===== src/rtl/vga_fml_pkg.sv =====
// Shared definitions for the VGA/CPU FML arbiter: state encoding and bus widths.
package vga_fml_pkg;

  localparam int FML_DW = 16;  // FML data width
  localparam int FML_SW = 2;   // FML byte-select width

  typedef enum logic [1:0] {
    ARB_IDLE = 2'd0,
    ARB_VID  = 2'd1,
    ARB_CPU  = 2'd2
  } arb_state_e;

endpackage


===== src/rtl/vga_fml_arbiter.sv =====
// Shares one FML master between the VGA sequencer fetch port (fixed priority)
// and the CPU framebuffer port. A saturating starvation counter forces a CPU
// slot after VID_MAX consecutive video grants while the CPU is waiting.
// Master-side outputs are registered; acks and read data return combinationally.
module vga_fml_arbiter
  import vga_fml_pkg::*;
#(
  parameter int ADR_W   = 17,
  parameter int VID_MAX = 8
) (
  input  logic              clk,
  input  logic              rst,
  // video fetch port (read only)
  input  logic [ADR_W-1:0]  vid_adr_i,
  input  logic              vid_stb_i,
  output logic [FML_DW-1:0] vid_dat_o,
  output logic              vid_ack_o,
  // CPU framebuffer port
  input  logic [ADR_W-1:0]  cpu_adr_i,
  input  logic              cpu_stb_i,
  input  logic              cpu_we_i,
  input  logic [FML_SW-1:0] cpu_sel_i,
  input  logic [FML_DW-1:0] cpu_dat_i,
  output logic [FML_DW-1:0] cpu_dat_o,
  output logic              cpu_ack_o,
  // FML master
  output logic [ADR_W-1:0]  fml_adr_o,
  output logic              fml_stb_o,
  output logic              fml_we_o,
  output logic [FML_SW-1:0] fml_sel_o,
  output logic [FML_DW-1:0] fml_dw_o,
  input  logic [FML_DW-1:0] fml_dr_i,
  input  logic              fml_ack_i
);

  localparam logic [3:0] VID_MAX_C = 4'(VID_MAX);

  arb_state_e        state_reg, state_next;
  logic [3:0]        starve_cnt_reg, starve_cnt_next;
  logic [ADR_W-1:0]  adr_reg, adr_next;
  logic              stb_reg, stb_next;
  logic              we_reg, we_next;
  logic [FML_SW-1:0] sel_reg, sel_next;
  logic [FML_DW-1:0] dw_reg, dw_next;

  logic cpu_starved;
  assign cpu_starved = cpu_stb_i && (starve_cnt_reg == VID_MAX_C);

  // State, starvation counter and registered master outputs.
  always_ff @(posedge clk or posedge rst) begin
    if (rst) begin
      state_reg      <= ARB_IDLE;
      starve_cnt_reg <= 4'd0;
      adr_reg        <= '0;
      stb_reg        <= 1'b0;
      we_reg         <= 1'b0;
      sel_reg        <= '0;
      dw_reg         <= '0;
    end else begin
      state_reg      <= state_next;
      starve_cnt_reg <= starve_cnt_next;
      adr_reg        <= adr_next;
      stb_reg        <= stb_next;
      we_reg         <= we_next;
      sel_reg        <= sel_next;
      dw_reg         <= dw_next;
    end
  end

  // Grant decision in IDLE, transaction hold until the slave acknowledges.
  always_comb begin
    state_next      = state_reg;
    starve_cnt_next = starve_cnt_reg;
    adr_next        = adr_reg;
    stb_next        = stb_reg;
    we_next         = we_reg;
    sel_next        = sel_reg;
    dw_next         = dw_reg;

    case (state_reg)
      ARB_IDLE: begin
        // Starvation history only matters while the CPU is actually waiting.
        if (!cpu_stb_i) begin
          starve_cnt_next = 4'd0;
        end
        if (vid_stb_i && !cpu_starved) begin
          state_next = ARB_VID;
          adr_next   = vid_adr_i;
          we_next    = 1'b0;
          sel_next   = 2'b11;
          stb_next   = 1'b1;
          if (cpu_stb_i && (starve_cnt_reg != VID_MAX_C)) begin
            starve_cnt_next = starve_cnt_reg + 4'd1;
          end
        end else if (cpu_stb_i) begin
          state_next      = ARB_CPU;
          adr_next        = cpu_adr_i;
          we_next         = cpu_we_i;
          sel_next        = cpu_sel_i;
          dw_next         = cpu_dat_i;
          stb_next        = 1'b1;
          starve_cnt_next = 4'd0;
        end
      end
      ARB_VID, ARB_CPU: begin
        if (fml_ack_i) begin
          stb_next   = 1'b0;
          state_next = ARB_IDLE;
        end
      end
      default: begin
        stb_next   = 1'b0;
        state_next = ARB_IDLE;
      end
    endcase
  end

  assign fml_adr_o = adr_reg;
  assign fml_stb_o = stb_reg;
  assign fml_we_o  = we_reg;
  assign fml_sel_o = sel_reg;
  assign fml_dw_o  = dw_reg;

  // Acks are steered by the owner of the in-flight transaction; an ack in IDLE is dropped.
  assign vid_ack_o = fml_ack_i && (state_reg == ARB_VID);
  assign cpu_ack_o = fml_ack_i && (state_reg == ARB_CPU);
  assign vid_dat_o = fml_dr_i;
  assign cpu_dat_o = fml_dr_i;

endmodule

===== config.mk =====
export PLATFORM = sky130hd
export DESIGN_NAME = vga_fml_arbiter
export DESIGN_NICKNAME = d
export VERILOG_FILES = /design/src/rtl/vga_fml_pkg.sv /design/src/rtl/vga_fml_arbiter.sv
export SDC_FILE = /design/constraint.sdc
export NUM_CORES = 1
export LEC_CHECK = 0
export CAP_MARGIN = 15
export CORE_UTILIZATION = 40
export CTS_CLUSTER_DIAMETER = 80
export DETAILED_ROUTE_END_ITERATION = 10
export PLACE_DENSITY = 0.87
export RECOVER_POWER = 100
export SLEW_MARGIN = 20
export SYNTH_ARGS = -nofsm -noshare
export SYNTH_HDL_FRONTEND = slang
export SYNTH_SLANG_ARGS = --single-unit

===== constraint.sdc =====
create_clock -name clk -period 2.75 [get_ports clk]
set_input_delay 0.55 -clock clk [delete_from_list [all_inputs] [get_ports clk]]
set_output_delay 0.55 -clock clk [all_outputs]
set_load 0.05 [all_outputs]

==> impl_metrics.toml, run 1 <==
[sta]
hold_viol = 0
relSlewSlack_pct = -6.631
clock_skew_ps = 9.211
period_needed_ps = 2244
grt_setup_unrepaired = "no"
worst_slew_pin_slew_ps = 1598
fmax_mhz = 445.7
slew_viol_final = 44
fin_ws_ps = 506.3
finalSetupViolCount = 0
whs_ps = 479.7
setup_tns_ps = 0
period_share_pct = 81.59

[critical_path]
crit_buf_inv = 3
cpPeakStageDelay_ps = 650
arrival_ps = 2450
end_kind = "flip-flop"
crit_top_cell = "clkbuf_1"
crit_family = "buffers and inverters"
crit_path_start_kind = "input pin"
criticalPathCategory = "in -> reg"
worstPathMaxFanout = 12
path_cells = "dlygate4sd3_1 -> o21ai_0 -> clkbuf_1 -> clkbuf_1 -> nand2_1 -> o211ai_1"
cp.required_ps = 2950
critPathSlowestCell = "dlygate4sd3_1"

[grt]
grt_overflow_total = 0
grt_max_degree = 44
grt_pass1_wl_mm = 8.694
grt_usage_pct = 17.91
grt_pass1_vias = 1955
antenna_found_initial = 0

[floorplanning]
dieArea_um2 = 6291
ios = 145
die_h_um = 79.32
core_um2 = 5642
rows = 27
start_util_pct = 42.38
dieWidth_um = 79.32

[cells_and_area]
fin_util_pct = 56.13
largest_reg_flops = 17
fill_cells = 497
nNetsFinal = 368
area_delta_synth_final_pct = 32.44
most-common-layout-cells = "clkdlybuf4s50_1 (56), nand2_1 (43), dfrtp_1 (43)"
seq_area_um2 = 1076
multi_input_area_um2 = 873.3
antenna_cells = 0
layout_commonest_cell = "clkdlybuf4s50_1"
drive_above_1_share_pct = 7.586

[power_and_ir_drop]
p_leak_nw = 1.341
finalPower_w = 0.003933
vdd_drop_max_mv = 0.4787
p_per_area_nw_per_um2 = 1242

[cts]
cts_root_buf = "clkbuf_8"
tritoncts = "done"
htree_num_levels = 2
path_clk_slew_ps = 80
cts_buffer_depth = 2
ctsResizeCount = 0
clkLatencyLatePin_ps = 300
holdBufCountCts = 0
cts_buffers = 5
cts_setup_buffers = 0
clock-sinks = 43

[synthesis]
synthCells = 227
synth_top_area_share_pct = 45.00
synth_area_um2 = 2391
synth_area_leaders = "dfrtp_1 (45%), buf_4 (10%), nand2_1 (6.8%)"
async_reset_ff_share_pct = 100.0
syn-num-nets = 306
yosysSeqAreaShare_pct = 45.00
synth.avg_cell_area_um2 = 10.53
synth-seq-cells = 43
ys_warn_count = 0
synth_top_area_cell = "dfrtp_1"
synthFlopType = "dfrtp_1"
synth_edf_count = 0
yosys.cell_types.count = 34

[placement]
place_hpwl_mm = 4.018
io_buffer_count = 96
dp_slack_ps = 508.5
gp_congestion = 0.7933

[routing]
drt_first_pass_iters = 4
first_iter_violations = 87
remaining_drc_errors = 0
vias_per_cell = 5.017
wl_mm = 5.366
wl_per_cell_um = 14.82
vias = 1816
final_antenna_net_count = 0

[outcome]
run_status = "finished with violations"
failed_checks = "max-capacitance violations, max-slew violations"

[hold_path]
hp-class = "reg -> reg"

[job]
maxCapViolCount = 1
power breakdown:
group          internal [W]  leakage, nW  switching (W)
Sequential         0.000934        0.520       0.000156
Combinational      0.000756        0.760        0.00158
Clock              0.000294       0.0612       0.000210
Total               0.00198         1.34        0.00195
worst reg2reg max path, delay by kind of cell, from the launching register on:
kind / cells / cell delay [ps]
buf+inv: 2 / 460
mux: 1 / 380
simple gates: 1 / 180
compound gates: 1 / 140
fa+ha+maj: 1 / 470
flops: 1 / 410
final timing paths:
check / depth (start not counted) / start / slack, ps / end
max reg2reg: 6 / state_reg[0] / 590 / fml_dw_o[10]
max: 6 / cpu_stb_i / 510 / fml_adr_o[4]
max in group asynchronous: 2 / rst / 770 / starve_cnt_reg[1]
min: 1 / fml_stb_o / 480 / fml_stb_o
min reg2reg: 1 / fml_stb_o / 480 / fml_stb_o
min in group asynchronous: 2 / rst / 1040 / fml_dw_o[1]
Yosys cell counts (5+ instances only):
| cell type | n |
|---|---|
| nand2_1 | 43 |
| mux2_2 | 6 |
| clkbuf_1 | 7 |
| nor2_1 | 6 |
| inv_1 | 7 |
| mux2_4 | 10 |
| ha_1 | 5 |
| buf_4 | 32 |
| buf_2 | 5 |
| o211ai_1 | 8 |
| dfrtp_1 | 43 |
| o211ai_2 | 9 |
| nand4_1 | 17 |
kinds of logic after synthesis:
| group | count (synthesis) | share of synthesized area (%) |
|---|---|---|
| flops | 43 | 45.00 |
| buf+inv | 54 | 15.07 |
| mux | 16 | 9.105 |
| compound gates | 31 | 11.62 |
| fa+ha+maj | 5 | 2.616 |
| simple gates | 78 | 16.59 |
cell type report:
cell class                      count  share of cell area [%]
Clock buffer                        6                   2.608
Clock inverter                      2                   1.106
Multi-Input combinational cell    130                   27.58
Sequential cell                    43                   33.98
Tap cell                           72                   2.845
Timing Repair Buffer              102                   31.05
Inverter                            7                  0.8297
routing by layer:
metal / vias to the layer above / wire length (um) / GRT usage (%)
li1: 871 / - / -
met5: - / 0 / 0
met3: 11 / 346 / 2.989
met4: 0 / 117 / 9.818
met2: 73 / 2721 / 31.81
met1: 861 / 2180 / 20.31
stage by stage:
stage	instance area, um^2	instances
2_1_floorplan	2391	227
3_3_place_gp	3148	354
3_5_place_dp	3148	354
4_1_cts	3266	362
5_1_grt	3167	362
6_report	3167	362
Power figures use the tool's default switching activity.
==> run 2, diff against run 1 <==
--- a/config.mk
+++ b/config.mk
@@ -6,10 +6,10 @@
 export NUM_CORES = 1
 export LEC_CHECK = 0
 export CAP_MARGIN = 15
-export CORE_UTILIZATION = 40
+export CORE_UTILIZATION = 34
 export CTS_CLUSTER_DIAMETER = 80
 export DETAILED_ROUTE_END_ITERATION = 10
-export PLACE_DENSITY = 0.87
+export PLACE_DENSITY = 0.79
 export RECOVER_POWER = 100
 export SLEW_MARGIN = 20
 export SYNTH_ARGS = -nofsm -noshare
==> constraint.sdc (replaced) <==
create_clock -name clk -period 1.87 [get_ports clk]
set_input_delay 0.374 -clock clk [delete_from_list [all_inputs] [get_ports clk]]
set_output_delay 0.374 -clock clk [all_outputs]
set_load 0.05 [all_outputs]
==> impl_metrics.toml, run 2 (synthesized netlist as in run 1, its figures left out) <==
[outcome]
run_status = "finished, final reports clean"

[routing]
drt_first_pass_iters = 4
remaining_drc_errors = 0
vias_per_cell = 4.764
final_antenna_net_count = 0
wl_mm = 5.769
vias = 1877
first_iter_violations = 65
wl_per_cell_um = 14.64

[cts]
cts_root_buf = "clkbuf_8"
clkLatencyLatePin_ps = 300
cts_setup_buffers = 0
holdBufCountCts = 0
path_clk_slew_ps = 80
clock-sinks = 43
htree_num_levels = 2
tritoncts = "done"
cts_buffer_depth = 2
cts_buffers = 5

[critical_path]
critPathSlowestCell = "clkdlybuf4s50_1"
cpPeakStageDelay_ps = 810
crit_family = "buffers and inverters"
crit_buf_inv = 1
crit_start = "fml_we_o"
end_kind = "output pin"
worstPathMaxFanout = 2
criticalPathCategory = "reg -> out"
arrival_ps = 1460
cp.required_ps = 1500
reg2reg_slack_ps = 110
path_cells = "clkdlybuf4s50_1"
regToRegStartpoint = "starve_cnt_reg[0]"
crit_path_start_kind = "flip-flop"

[hold_path]
hp-class = "reg -> reg"
hp-start = "fml_dw_o[7]"

[sta]
fmax_mhz = 544.0
period_share_pct = 98.30
period_needed_ps = 1838
fin_ws_ps = 31.71
hold_viol = 0
grt_setup_unrepaired = "no"
finalSetupViolCount = 0
relSlewSlack_pct = 50.97
worst_slew_pin_slew_ps = 734.6
clock_skew_ps = 10.45
slew_viol_final = 0
whs_ps = 486.9

[grt]
grt_pass1_wl_mm = 9.535
grt_overflow_total = 0
grt_usage_pct = 16.60
antenna_found_initial = 0
grt_max_degree = 27
grt_pass1_vias = 1946

[job]
maxCapViolCount = 0

[floorplanning]
start_util_pct = 35.19
die_h_um = 85.86
core_um2 = 6794
rows = 30
ios = 145
dieArea_um2 = 7372
dieWidth_um = 85.86

[cells_and_area]
drive_above_1_share_pct = 12.42
layout_commonest_cell = "clkdlybuf4s50_1"
area_delta_synth_final_pct = 32.08
antenna_cells = 0
most-common-layout-cells = "clkdlybuf4s50_1 (69), nand2_1 (43), dfrtp_1 (43)"
seq_area_um2 = 1076
fin_area_um2 = 3158
largest_reg_flops = 17
fill_cells = 666
stdcell_count = 394
multi_input_area_um2 = 875.8
nNetsFinal = 377

[placement]
place_area_um2 = 3282
gp_congestion = 0.8056
io_buffer_count = 96
place_hpwl_mm = 4.312
dp_slack_ps = -69.73
dp.cells = 387

[power_and_ir_drop]
finalPower_w = 0.005692
p_leak_nw = 1.319
vdd_drop_max_mv = 0.8643
p_per_area_nw_per_um2 = 1802
[run 2: cell types whose count changed in the layout (fill, tap and decap cells not counted), moves of 2 or more]
cell / before / now
and2_1: 3 / 0
buf_12: 0 / 4
dlygate4sd3_1: 38 / 2
and2_0: 0 / 2
clkdlybuf4s50_1: 56 / 69
buf_4: 3 / 11
clkbuf_1: 4 / 23
[run 2: cell type report]
cell class / instances / area share, %
sequential: 43 / 34.07
timing repair buffer: 111 / 30.78
multi-input combinational: 130 / 27.73
tap: 96 / 3.803
clock buffer: 6 / 2.615
inverter: 7 / 0.8320
clock inverter: 1 / 0.1585
[run 2: worst paths after layout]
kind / to / cells past startpoint
setup / recovery: fml_we_o / 1
hold / removal: fml_dw_o[7] / 1
setup reg to reg: fml_dw_o[1] / 6
hold reg to reg: fml_dw_o[7] / 1
max in group asynchronous: fml_adr_o[10] / 3
min in group asynchronous: fml_adr_o[5] / 2
[run 2: timing repair]
action / CTS / global route
setup endpoints to repair: 0 / 11
resized for setup: 0 / 11
hold endpoints to repair: 0 / 0
[run 2: through the flow]
stage	util, %	TNS (ps)
global placement	48.31	0
floorplan	-	0
detailed placement	48.31	-761.2
global route	46.48	0
finish	46.48	0
CTS	49.59	0
[run 2: power breakdown]
| group | switching [W] | internal, W |
|---|---|---|
| combinational | 0.00237 | 0.00110 |
| sequential | 0.000245 | 0.00137 |
| clock | 0.000309 | 0.000290 |
[run 2: metal layers]
layer | vias up | global-route usage (%) | part of all wire [%]
li1 | 895 | - | -
met1 | 887 | 20.78 | 45
met2 | 81 | 27.06 | 47
met3 | 14 | 5.390 | 6.9
met4 | 0 | 5.455 | 1.3
met5 | - | 0 | 0
==> run 3, diff against run 2 <==
--- a/config.mk
+++ b/config.mk
@@ -6,10 +6,10 @@
 export NUM_CORES = 1
 export LEC_CHECK = 0
 export CAP_MARGIN = 15
-export CORE_UTILIZATION = 34
+export CORE_UTILIZATION = 38
 export CTS_CLUSTER_DIAMETER = 80
 export DETAILED_ROUTE_END_ITERATION = 10
-export PLACE_DENSITY = 0.79
+export PLACE_DENSITY = 0.84
 export RECOVER_POWER = 100
 export SLEW_MARGIN = 20
 export SYNTH_ARGS = -nofsm -noshare
==> constraint.sdc (replaced) <==
create_clock -name clk -period 2.1 [get_ports clk]
set_input_delay 0.42 -clock clk [delete_from_list [all_inputs] [get_ports clk]]
set_output_delay 0.42 -clock clk [all_outputs]
set_load 0.05 [all_outputs]
==> impl_metrics.toml, run 3 (synthesized netlist as in run 1, its figures left out) <==
[routing]
first_iter_violations = 83
wl_mm = 5.698
vias = 1858
wl_per_cell_um = 15.36
drt_first_pass_iters = 4
final_antenna_net_count = 0
vias_per_cell = 5.008
remaining_drc_errors = 0

[cts]
clock-sinks = 43
holdBufCountCts = 0
cts_root_buf = "clkbuf_8"
path_clk_slew_ps = 80
cts_buffer_depth = 2
cts_setup_buffers = 0
clkLatencyLatePin_ps = 290
tritoncts = "done"
htree_num_levels = 2
ctsResizeCount = 0
cts_buffers = 5

[floorplanning]
rows = 28
die_h_um = 81.33
core_um2 = 5991
start_util_pct = 39.91
dieArea_um2 = 6614
ios = 145
dieWidth_um = 81.33

[cells_and_area]
most-common-layout-cells = "clkdlybuf4s50_1 (55), nand2_1 (43), dfrtp_1 (43)"
nNetsFinal = 374
layout_commonest_cell = "clkdlybuf4s50_1"
drive_above_1_share_pct = 11.49
fin_area_um2 = 3238
area_delta_synth_final_pct = 35.43
largest_reg_flops = 17
antenna_cells = 0

[outcome]
run_status = "finished, final reports clean"

[critical_path]
end_kind = "output pin"
cp.required_ps = 1680
critPathSlowestCell = "dlygate4sd3_1"
worstPathMaxFanout = 2
cpPeakStageDelay_ps = 880
crit_family = "buffers and inverters"
crit_buf_inv = 1
arrival_ps = 1550
crit_path_start_kind = "flip-flop"
path_cells = "dlygate4sd3_1"
criticalPathCategory = "reg -> out"

[grt]
grt_usage_pct = 18.46
met1_usage_pct = 22.33
grtUsageMet2_pct = 30.67
top_usage_layer = "met2"
grt_pass1_vias = 1892
grt_max_degree = 44
grt_use_met3_pct = 6.517
antenna_found_initial = 0
grt_overflow_total = 0
grt_pass1_wl_mm = 9.163

[sta]
setup_tns_ps = 0
grt_setup_unrepaired = "no"
fmax_mhz = 508.7
slew_viol_final = 0
worst_slew_pin_slew_ps = 1078
relSlewSlack_pct = 28.16
period_share_pct = 93.61
period_needed_ps = 1966
finalSetupViolCount = 0
clock_skew_ps = 5.025
hold_viol = 0

[power_and_ir_drop]
p_seq_share_pct = 27.8
vdd_drop_max_mv = 0.9422
pwr-share-comb_pct = 62.2
p_per_area_nw_per_um2 = 1582
intPower_w = 0.002533
p_leak_nw = 1.386
power.switching_w = 0.002590
clockPowerShare_pct = 9.9
p_sw_share_pct = 50.56

[hold_path]
hp-class = "reg -> reg"

[placement]
gp_congestion = 0.7979
io_buffer_count = 96
place_hpwl_mm = 4.244
place_area_um2 = 3238

[job]
maxCapViolCount = 0
-- run 3: changes by cell type in the layout (fill, tap and decap cells not counted), moves of 2 or more --
cell	delta
buf_4	-4
clkbuf_1	-20
clkbuf_2	+2
clkdlybuf4s50_1	-14
dlygate4sd3_1	+37
o211ai_1	-4
o211ai_2	+4
o21ai_1	+2
-- run 3: stage by stage --
stage               power, W  hold slack [ps]  cells  utilization [%]  setup WS [ps]
finish              0.005123            484.5    371            54.05          134.1
global route        0.005432            506.0    371            54.05          91.27
CTS                 0.005473            504.7    371            55.41          186.7
detailed placement  0.004954            473.8    363            54.05          170.4
global placement    0.004858            476.0    363            54.05          254.8
floorplan           0.003906            491.5    227                -          437.6
-- run 3: final timing paths --
check                           slack [ps]  depth (start not counted)                end         start
worst max-delay path                   130                          1       fml_adr_o[0]  fml_adr_o[0]
worst min-delay path                   480                          1        fml_dw_o[0]   fml_dw_o[0]
worst max register to register         250                          7       fml_adr_o[0]  state_reg[0]
worst min register to register         480                          1        fml_dw_o[0]   fml_dw_o[0]
max in group asynchronous              530                          3  starve_cnt_reg[2]           rst
min in group asynchronous              920                          3        fml_dw_o[8]           rst
-- run 3: area by class of cell --
cell class	count	area [um^2]
clock buffers	7	76.32
repair buffers	108	1072
clock inverters	1	5.005
multi-input cells	130	888.4
flip-flops and latches	43	1076
well taps	75	93.84
inverters	7	26.28
fillers	524	2753
-- run 3: power groups by stage --
stage | sequential, W | clock (W) | combinational [W]
after CTS | 0.00145 | 0.000524 | 0.00350
final | 0.00143 | 0.000507 | 0.00319
after floorplan | 0.00270 | 0 | 0.00120
after detailed placement | 0.00146 | 0 | 0.00349
after global placement | 0.00144 | 0 | 0.00342
after global routing | 0.00148 | 0.000566 | 0.00338
-- run 3: per-layer routing --
| metal | routed length [um] | up-vias |
|---|---|---|
| li1 | - | 888 |
| met1 | 2358 | 865 |
| met2 | 2678 | 89 |
| met3 | 577 | 16 |
| met4 | 82 | 0 |
| met5 | 0 | - |
==> variant, RTL diff (flow settings as in run 2) <==
Change the parameter `ADR_W` from 17 to 13.
--- a/src/rtl/vga_fml_arbiter.sv
+++ b/src/rtl/vga_fml_arbiter.sv
@@ -6,5 +6,5 @@
   import vga_fml_pkg::*;
 #(
-  parameter int ADR_W   = 17,
+  parameter int ADR_W   = 13,
   parameter int VID_MAX = 8
 ) (
Interface: changed (resized cpu_adr_i, fml_adr_o and vid_adr_i); port bits go from 145 to 133. The function was not compared with the original's and may differ.
==> variant against run 2 <==
- non-clock buffer count fell by 15
- routed wire length fell by 13%
- clock power fell by 4.7%
- cell area fell by 11%
- die area fell by 8.2%
- power fell by 10%
- area after synthesis fell by 8.4%
- setup slack improved by 0.012 ns
- sequential cell count fell by 4
==> variant: results (changes against run 2) <==
| Metric | Value |
|---|---|
| Status | complete, no violations |
| Syn_nets | 274 (-10%) |
| Crit path to | fml_adr_o[10] |
| Top cells by count, synth | 39 x dfrtp_1, 33 x buf_4, 33 x nand2_1, 14 x nand4_1, 10 x mux2_4 |
| First-pass GRT wire length | 8040 um (-16%) |
| Met2 WL post-DR | 2660 um (-1.2%) |
| Vias in the first global route | 1751 (-10%) |
| M1 WL | 2010 um (-23%) |
| I/O Buffers | 84 (-13%) |
| Synth cell types | 35 (+2.9%) |
| Post-synthesis adder-cell area fraction | 0.0286 (+0.00239) |
| Leak pwr | 1.16 nW (-12%) |
| Hold path endpoint | fml_dw_o[15]$_DFFE_PP0P_ |
| Met3 routed WL | 277 um (-30%) |
| Synth Area in Compound Gates | 0.117 (+0.000335) |
| Largest net degree at the start of global routing | 40 (+48%) |
| Post-route clock skew | 0.00205 ns (-0.00840 ns) |
| Routed WL | 5000 um (-13%) |
| Rel. slew slack | 0.351 (-0.159) |
| VDD IR max | 0.732 mV (-15%) |
| Worst-Skew Late Latency | 0.28 ns (-0.02 ns) |
| Met3 Usage GRT | 0.0527 (-0.00115) |
| Setup slack at placement | 0.0772 ns (+0.147 ns) |
| Worst Setup SP | fml_adr_o[10]$_DFFE_PP0P_ |
| Placed instance count | 329 (-15%) |
| DR vias | 1657 (-12%) |
| Synth Instances | 203 (-11%) |
variant: changes by cell type in the layout (fill, tap and decap cells not counted), moves of 2 or more:
cell,run 2,this run
o211ai_1,17,9
a22o_1,2,0
nand4_1,17,14
a32o_1,0,2
dfrtp_1,43,39
nand2_1,43,33
clkbuf_1,23,27
clkdlybuf4s50_1,69,54
o211ai_2,0,4
buf_4,11,7
variant: layout make-up:
type | count | area (um^2) | area share
inverter | 6 | 22.5 | 0.00805
tap | 75 | 93.8 | 0.0336
timing repair buffer | 96 | 820 | 0.293
clock buffer | 6 | 82.6 | 0.0295
multi-input combinational | 113 | 797 | 0.285
sequential | 39 | 976 | 0.349
clock inverter | 1 | 5.00 | 0.00179
variant: power breakdown:
group	leakage, nW	switching (mW)	internal, mW
registers	0.471	0.224	1.24
logic	0.642	2.13	0.933
clock network	0.0470	0.281	0.289
variant: cell families after synthesis:
family                     Yosys count
DFF                                 39
adders and majority gates            5
muxes                               17
and+or+nand+nor                     64
buffers and inverters               51
AOI/OAI and AO/OA                   27
